`src/rtl/fifo_ram_ctrl_if.sv`:
```
// Stream-in / stream-out handshake and dual-port memory bus of fifo_ram_ctrl.
//   in_data/in_valid/in_ready     : upstream valid/ready stream
//   out_data/out_valid/out_ready  : downstream valid/ready stream
//   mem_wr_addr/mem_wr_data/mem_wr_en : memory write port (port1)
//   mem_rd_addr/mem_rd_data       : memory read port (port2), one-cycle read latency
//   level                         : entries held by the controller
// Modport master is the controller's view, slave is the surrounding environment.
interface fifo_ram_ctrl_if #(
    parameter int DATA_WIDTH = 14,
    parameter int ADDR_WIDTH = 6
);
    logic [DATA_WIDTH-1:0] in_data;
    logic                  in_valid;
    logic                  in_ready;
    logic [DATA_WIDTH-1:0] out_data;
    logic                  out_valid;
    logic                  out_ready;
    logic [ADDR_WIDTH-1:0] mem_wr_addr;
    logic [DATA_WIDTH-1:0] mem_wr_data;
    logic                  mem_wr_en;
    logic [ADDR_WIDTH-1:0] mem_rd_addr;
    logic [DATA_WIDTH-1:0] mem_rd_data;
    logic [ADDR_WIDTH+1:0] level;

    modport master (
        input  in_data, in_valid, out_ready, mem_rd_data,
        output in_ready, out_data, out_valid, mem_wr_addr, mem_wr_data, mem_wr_en,
               mem_rd_addr, level
    );

    modport slave (
        output in_data, in_valid, out_ready, mem_rd_data,
        input  in_ready, out_data, out_valid, mem_wr_addr, mem_wr_data, mem_wr_en,
               mem_rd_addr, level
    );
endinterface

```
`src/rtl/fifo_ram_ctrl.sv`:
```
// FIFO controller around an external dual-port RAM with one-cycle read latency.
// Words are written straight into the RAM on accept; the read side prefetches into a
// 2-entry output buffer so the downstream sees one word per cycle when not stalled.
// Ports:
//   clk   : clock, rising edge
//   rst_n : asynchronous active-low reset
//   bus   : fifo_ram_ctrl_if.master (streams, memory ports, level)
module fifo_ram_ctrl #(
    parameter int DATA_WIDTH = 14,
    parameter int ADDR_WIDTH = 6
) (
    input logic             clk,
    input logic             rst_n,
    fifo_ram_ctrl_if.master bus
);
    localparam int DEPTH = 2 ** ADDR_WIDTH;

    logic [ADDR_WIDTH-1:0] wr_ptr;
    logic [ADDR_WIDTH-1:0] rd_ptr;
    logic [ADDR_WIDTH:0]   mem_count;
    logic                  inflight;
    logic [1:0]            buf_count;
    logic [DATA_WIDTH-1:0] buf_head;
    logic [DATA_WIDTH-1:0] buf_tail;

    logic       in_ready;
    logic       out_valid;
    logic       push;
    logic       pop;
    logic       rd_issue;
    logic [2:0] pending;

    always_comb begin
        in_ready  = (mem_count < (ADDR_WIDTH + 1)'(DEPTH));
        // Gated with rst_n so nothing reaches the RAM while reset is held.
        push      = bus.in_valid && in_ready && rst_n;
        out_valid = (buf_count != 2'd0);
        pop       = out_valid && bus.out_ready;
        // Buffer slots that will be occupied once the current read lands.
        pending   = {1'b0, buf_count} + {2'b00, inflight} - {2'b00, pop};
        rd_issue  = (mem_count != '0) && (pending < 3'd2);
    end

    assign bus.in_ready    = in_ready;
    assign bus.out_valid   = out_valid;
    assign bus.out_data    = buf_head;
    assign bus.mem_wr_en   = push;
    assign bus.mem_wr_addr = wr_ptr;
    assign bus.mem_wr_data = bus.in_data;
    assign bus.mem_rd_addr = rd_ptr;
    assign bus.level       = {1'b0, mem_count}
                           + {(ADDR_WIDTH + 1)'(0), inflight}
                           + {ADDR_WIDTH'(0), buf_count};

    // Write pointer, read pointer and RAM occupancy.
    always_ff @(posedge clk or negedge rst_n) begin
        if (!rst_n) begin
            wr_ptr    <= '0;
            rd_ptr    <= '0;
            mem_count <= '0;
            inflight  <= 1'b0;
        end else begin
            if (push) begin
                wr_ptr <= wr_ptr + ADDR_WIDTH'(1);
            end
            if (rd_issue) begin
                rd_ptr <= rd_ptr + ADDR_WIDTH'(1);
            end
            case ({push, rd_issue})
                2'b10:   mem_count <= mem_count + (ADDR_WIDTH + 1)'(1);
                2'b01:   mem_count <= mem_count - (ADDR_WIDTH + 1)'(1);
                default: mem_count <= mem_count;
            endcase
            inflight <= rd_issue;
        end
    end

    // Output buffer: buf_head is the word on out_data, buf_tail the one behind it.
    // buf_count + inflight never exceeds 2, so a landing read always has a free slot.
    always_ff @(posedge clk or negedge rst_n) begin
        if (!rst_n) begin
            buf_count <= 2'd0;
            buf_head  <= '0;
            buf_tail  <= '0;
        end else begin
            if (inflight) begin
                if (pop) begin
                    if (buf_count == 2'd2) begin
                        buf_head <= buf_tail;
                        buf_tail <= bus.mem_rd_data;
                    end else begin
                        buf_head <= bus.mem_rd_data;
                    end
                end else if (buf_count == 2'd0) begin
                    buf_head <= bus.mem_rd_data;
                end else begin
                    buf_tail <= bus.mem_rd_data;
                end
            end else if (pop) begin
                buf_head <= buf_tail;
            end
            buf_count <= buf_count + {1'b0, inflight} - {1'b0, pop};
        end
    end
endmodule

```
`src/flat_wrapper.sv`:
```
// flat-port wrapper written by rule: the top's interface ports become plain ports
module fifo_ram_ctrl_flat 
#(
    parameter int DATA_WIDTH = 14,
    parameter int ADDR_WIDTH = 6
)
  (clk, rst_n, bus_in_data, bus_in_valid, bus_out_ready, bus_mem_rd_data, bus_in_ready, bus_out_data, bus_out_valid, bus_mem_wr_addr, bus_mem_wr_data, bus_mem_wr_en, bus_mem_rd_addr, bus_level);
  fifo_ram_ctrl_if #(.DATA_WIDTH(DATA_WIDTH), .ADDR_WIDTH(ADDR_WIDTH)) bus_i ();
  input logic clk;
  input logic rst_n;
  input wire logic [$bits(bus_i.in_data)-1:0] bus_in_data;
  input wire logic [$bits(bus_i.in_valid)-1:0] bus_in_valid;
  input wire logic [$bits(bus_i.out_ready)-1:0] bus_out_ready;
  input wire logic [$bits(bus_i.mem_rd_data)-1:0] bus_mem_rd_data;
  output wire logic [$bits(bus_i.in_ready)-1:0] bus_in_ready;
  output wire logic [$bits(bus_i.out_data)-1:0] bus_out_data;
  output wire logic [$bits(bus_i.out_valid)-1:0] bus_out_valid;
  output wire logic [$bits(bus_i.mem_wr_addr)-1:0] bus_mem_wr_addr;
  output wire logic [$bits(bus_i.mem_wr_data)-1:0] bus_mem_wr_data;
  output wire logic [$bits(bus_i.mem_wr_en)-1:0] bus_mem_wr_en;
  output wire logic [$bits(bus_i.mem_rd_addr)-1:0] bus_mem_rd_addr;
  output wire logic [$bits(bus_i.level)-1:0] bus_level;
  assign bus_i.in_data = bus_in_data;
  assign bus_i.in_valid = bus_in_valid;
  assign bus_i.out_ready = bus_out_ready;
  assign bus_i.mem_rd_data = bus_mem_rd_data;
  assign bus_in_ready = bus_i.in_ready;
  assign bus_out_data = bus_i.out_data;
  assign bus_out_valid = bus_i.out_valid;
  assign bus_mem_wr_addr = bus_i.mem_wr_addr;
  assign bus_mem_wr_data = bus_i.mem_wr_data;
  assign bus_mem_wr_en = bus_i.mem_wr_en;
  assign bus_mem_rd_addr = bus_i.mem_rd_addr;
  assign bus_level = bus_i.level;
  fifo_ram_ctrl #(.DATA_WIDTH(DATA_WIDTH), .ADDR_WIDTH(ADDR_WIDTH)) u_core (.clk(clk), .rst_n(rst_n), .bus(bus_i));
endmodule
```
`config.mk`:
```
export PLATFORM = sky130hd
export DESIGN_NAME = fifo_ram_ctrl_flat
export DESIGN_NICKNAME = d
export VERILOG_FILES = /design/src/rtl/fifo_ram_ctrl_if.sv /design/src/rtl/fifo_ram_ctrl.sv /design/src/flat_wrapper.sv
export SDC_FILE = /design/constraint.sdc
export NUM_CORES = 1
export LEC_CHECK = 0
export CORE_ASPECT_RATIO = 0.6
export CORE_MARGIN = 5
export CORE_UTILIZATION = 50
export CTS_CLUSTER_DIAMETER = 150
export DETAILED_ROUTE_END_ITERATION = 7
export HOLD_SLACK_MARGIN = 0.02
export PLACE_DENSITY = 0.85
export SYNTH_ARGS = -nofsm -noshare
export SYNTH_HDL_FRONTEND = slang
export SYNTH_SLANG_ARGS = --single-unit
```
`constraint.sdc`:
```
create_clock -name clk -period 7.55 [get_ports clk]
set_clock_uncertainty 0.1 [all_clocks]
set_input_delay 0.755 -clock clk [delete_from_list [all_inputs] [get_ports clk]]
set_output_delay 0.755 -clock clk [all_outputs]
set_load 0.005 [all_outputs]
```
==> impl_metrics.yaml <==
global_routing:
  grt_pass1_wl_mm: 9.11
  grt_max_degree: 52
  track_usage_pct: 16.3
  grt_pass1_vias: 1926
  antenna_found_initial: 0
  overflow: 0
floorplan:
  core_area_sq_um: 5130
  die_w_um: 105
  rows: 20
  die_h_um: 66.7
  start_util_pct: 52.2
  io_pins: 83
  die_area_sq_um: 6970
finish:
  drive_gt1_share_pct: 11.2
  n_antenna_cell: 0
  syn2layout_area_growth_pct: 22.5
  fin_cells: 351
  mostFrequentLayoutCells: "clkdlybuf4s50_1 (53), dfrtp_1 (50), nand2_1 (29), o21ai_0 (21), mux2i_1 (16)"
  fin_util_pct: 64.0
  final_area_sq_um: 3280
  multi_input_area_sq_um: 1240
  final_nets: 331
  fill_cells: 413
  layout_commonest_cell: "clkdlybuf4s50_1"
  seq_area_sq_um: 1250
placement:
  place_congestion: 0.820
  dpl_cell_area_sq_um: 3170
  dp_cells: 343
  dpl.hpwl_mm: 4.01
  io_buffers: 54
cts:
  clkSinkCount: 50
  cts_setup_buffers: 0
  cts-root-buf: "clkbuf_8"
  cts_tree: "built"
  numCtsBuffers: 5
  cts_resized: 0
  cts.htree.levels: 2
  clk_latency_ps: 300
  clock_path_buffers: 2
  cts_hold_buffers: 0
  clk_pin_slew_ps: 90
critical_path:
  path_class: "in2reg"
  critPathMaxStageDelay_ps: 520
  rr_worst_depth: 14
  cpMostUsedCell: "ha_1"
  worst_ep_required_time_ps: 7670
  critPathLaunch: "bus_out_ready"
  path_max_fanout: 10
  crit_arrival_ps: 4710
  rr_startpoint: "u_core.buf_count[1]"
  crit_chain: "clkdlybuf4s50_1 > o21a_1 > ha_1 > inv_1 > ha_1 > inv_1 > fa_1 > xor2_1 > a211oi_4 > ha_1 > ha_1 > nor2b_4 > o31a_1 > or4_1 > o211ai_1"
  slowest_stage: "clkdlybuf4s50_1"
  r2r-end: "u_core.mem_count[6]"
  cp_top_family: "adder cells"
  timing.critical_path.buf_inv: 3
  setup.worst_path.start_class: "input pin"
  endpoint_kind: "flip-flop"
  rrSetupSlack_ps: 3300
route:
  dr_total_vias: 1798
  vias_per_cell: 5.12
  drtAntennaViolNets: 0
  wl_mm: 5.26
  drtPass1Iterations: 4
  drc: 0
  first_iter_violations: 59
  post_drt_wl_per_cell_um: 15.0
timing:
  max_freq_mhz: 218
  drv_slew: 0
  worst_pin_slew_ps: 1070
  setup_viol: 0
  hold_slack_ps: 368
  hold_violations: 0
  fin_crit_sh_pct: 60.8
  finalCriticalPeriod_ps: 4590
  rsz0062_at_grt: "false"
  max-slew-margin-rel_pct: 28.9
  tns_ps: 0
min_path:
  hold_start: "u_core.bus.mem_rd_addr[5]"
  hold_end: "u_core.bus.mem_rd_addr[5]"
  min_path_type: "reg2reg"
  worstHoldPathCells: 1
yosys:
  netlist_instances: 242
  synth-seq-cells: 50
  yosysWarningCount: 0
  syn_nets: 289
  synth.avg_cell_area_sq_um: 11.1
  ys_types: 41
  syn-cell-area_sq_um: 2680
  yosysSeqAreaShare_pct: 46.7
power:
  leakage_nw: 1.51
  power_density_nw_per_um2: 528
  vdd_drop_max_mv: 0.275
run_status:
  status: "complete, no violations"
flow_run:
  maxCapViolCount: 0
-- worst max path at each step --
stage,endpoint,cells after the start
floorplan,u_core.mem_count[6],14
global placement,u_core.mem_count[6],15
detailed placement,u_core.mem_count[6],15
CTS,u_core.mem_count[6],15
global route,u_core.mem_count[6],15
finish,u_core.mem_count[6],15
-- cells in the mapped netlist --
cell type | n | area (sq um)
nand2_1 | 29 | 109
o31a_1 | 1 | 8.76
clkbuf_1 | 3 | 11.3
o21ai_0 | 21 | 105
or3b_2 | 1 | 8.76
a211oi_1 | 1 | 7.51
o31ai_1 | 1 | 7.51
o311ai_0 | 1 | 8.76
buf_2 | 1 | 5.00
o21a_1 | 1 | 7.51
nand4_1 | 3 | 18.8
nand3b_1 | 2 | 15.0
nand2b_1 | 1 | 6.26
xor2_1 | 7 | 61.3
a21oi_1 | 2 | 10.0
nor3_1 | 2 | 10.0
or2_2 | 1 | 6.26
and4_1 | 1 | 8.76
mux2i_1 | 16 | 160
dfrtp_1 | 50 | 1250
o211a_1 | 1 | 10.0
nor4_2 | 1 | 12.5
or4_1 | 1 | 7.51
a21boi_0 | 1 | 7.51
mux2_2 | 15 | 169
a211oi_4 | 1 | 20.0
fa_1 | 4 | 80.1
nand3_1 | 5 | 25.0
xnor2_1 | 12 | 105
nor2b_4 | 1 | 13.8
buf_4 | 16 | 120
o211ai_1 | 1 | 7.51
a21oi_2 | 1 | 8.76
and3_1 | 2 | 12.5
ha_1 | 11 | 138
o311a_1 | 1 | 10.0
a31o_2 | 1 | 8.76
nor3b_1 | 2 | 15.0
nor2_1 | 3 | 11.3
a21o_1 | 2 | 15.0
inv_1 | 15 | 56.3
-- final cells by class --
cell class,instances,area share (%)
flip-flops and latches,50,38.1
multi-input cells,157,37.7
clock buffers,5,2.10
inverters,15,1.72
repair buffers,55,16.5
well taps,66,2.52
clock inverters,3,1.33
-- through the flow --
stage	power (mW)	setup WS, ps
floorplan	1.17	3500
global placement	1.51	2790
detailed placement	1.56	2650
CTS	1.75	2960
global route	1.88	2720
finish	1.73	2960
-- registers in the layout, indices dropped and copies added (netlist names) --
signal	flops
u_core.bus.mem_wr_addr	6
u_core.mem_count	7
u_core.inflight	1
u_core.bus.mem_rd_addr	6
u_core.buf_count	2
u_core.buf_tail	14
u_core.bus.out_data	14
-- per-layer routing --
layer / global-route usage [%] / wire length (um)
met4: 4.20 / 44
met5: 0 / 0
met2: 25.0 / 2170
met3: 6.39 / 396
met1: 21.6 / 2640
-- cell families (layout without fill, tap and decap cells) --
logic type      Yosys count  in the layout  synth area share, %
xor+xnor                 19             19                 6.21
fa+ha+maj                15             15                 8.12
flops                    50             50                 46.7
simple gates             55             55                 10.5
compound gates           37             37                 9.06
mux                      31             31                 12.3
buf+inv                  35             78                 7.19
-- worst reg2reg max path: cells and delay by family (launching register included) --
| family | cells | cell delay [ps] |
|---|---|---|
| DFF | 1 | 520 |
| AOI/OAI and AO/OA | 4 | 1040 |
| xor gates and xnor gates | 1 | 180 |
| adders and majority gates | 5 | 1570 |
| and+or+nand+nor | 2 | 670 |
| buffers and inverters | 2 | 100 |
-- power by group --
part / internal [mW] / switching [mW] / total (mW) / leakage, nW
combinational: 0.541 / 0.477 / 1.02 / 0.839
sequential: 0.407 / 0.121 / 0.528 / 0.609
clock: 0.0993 / 0.0881 / 0.187 / 0.0585
(Power assumes the default switching activity.)
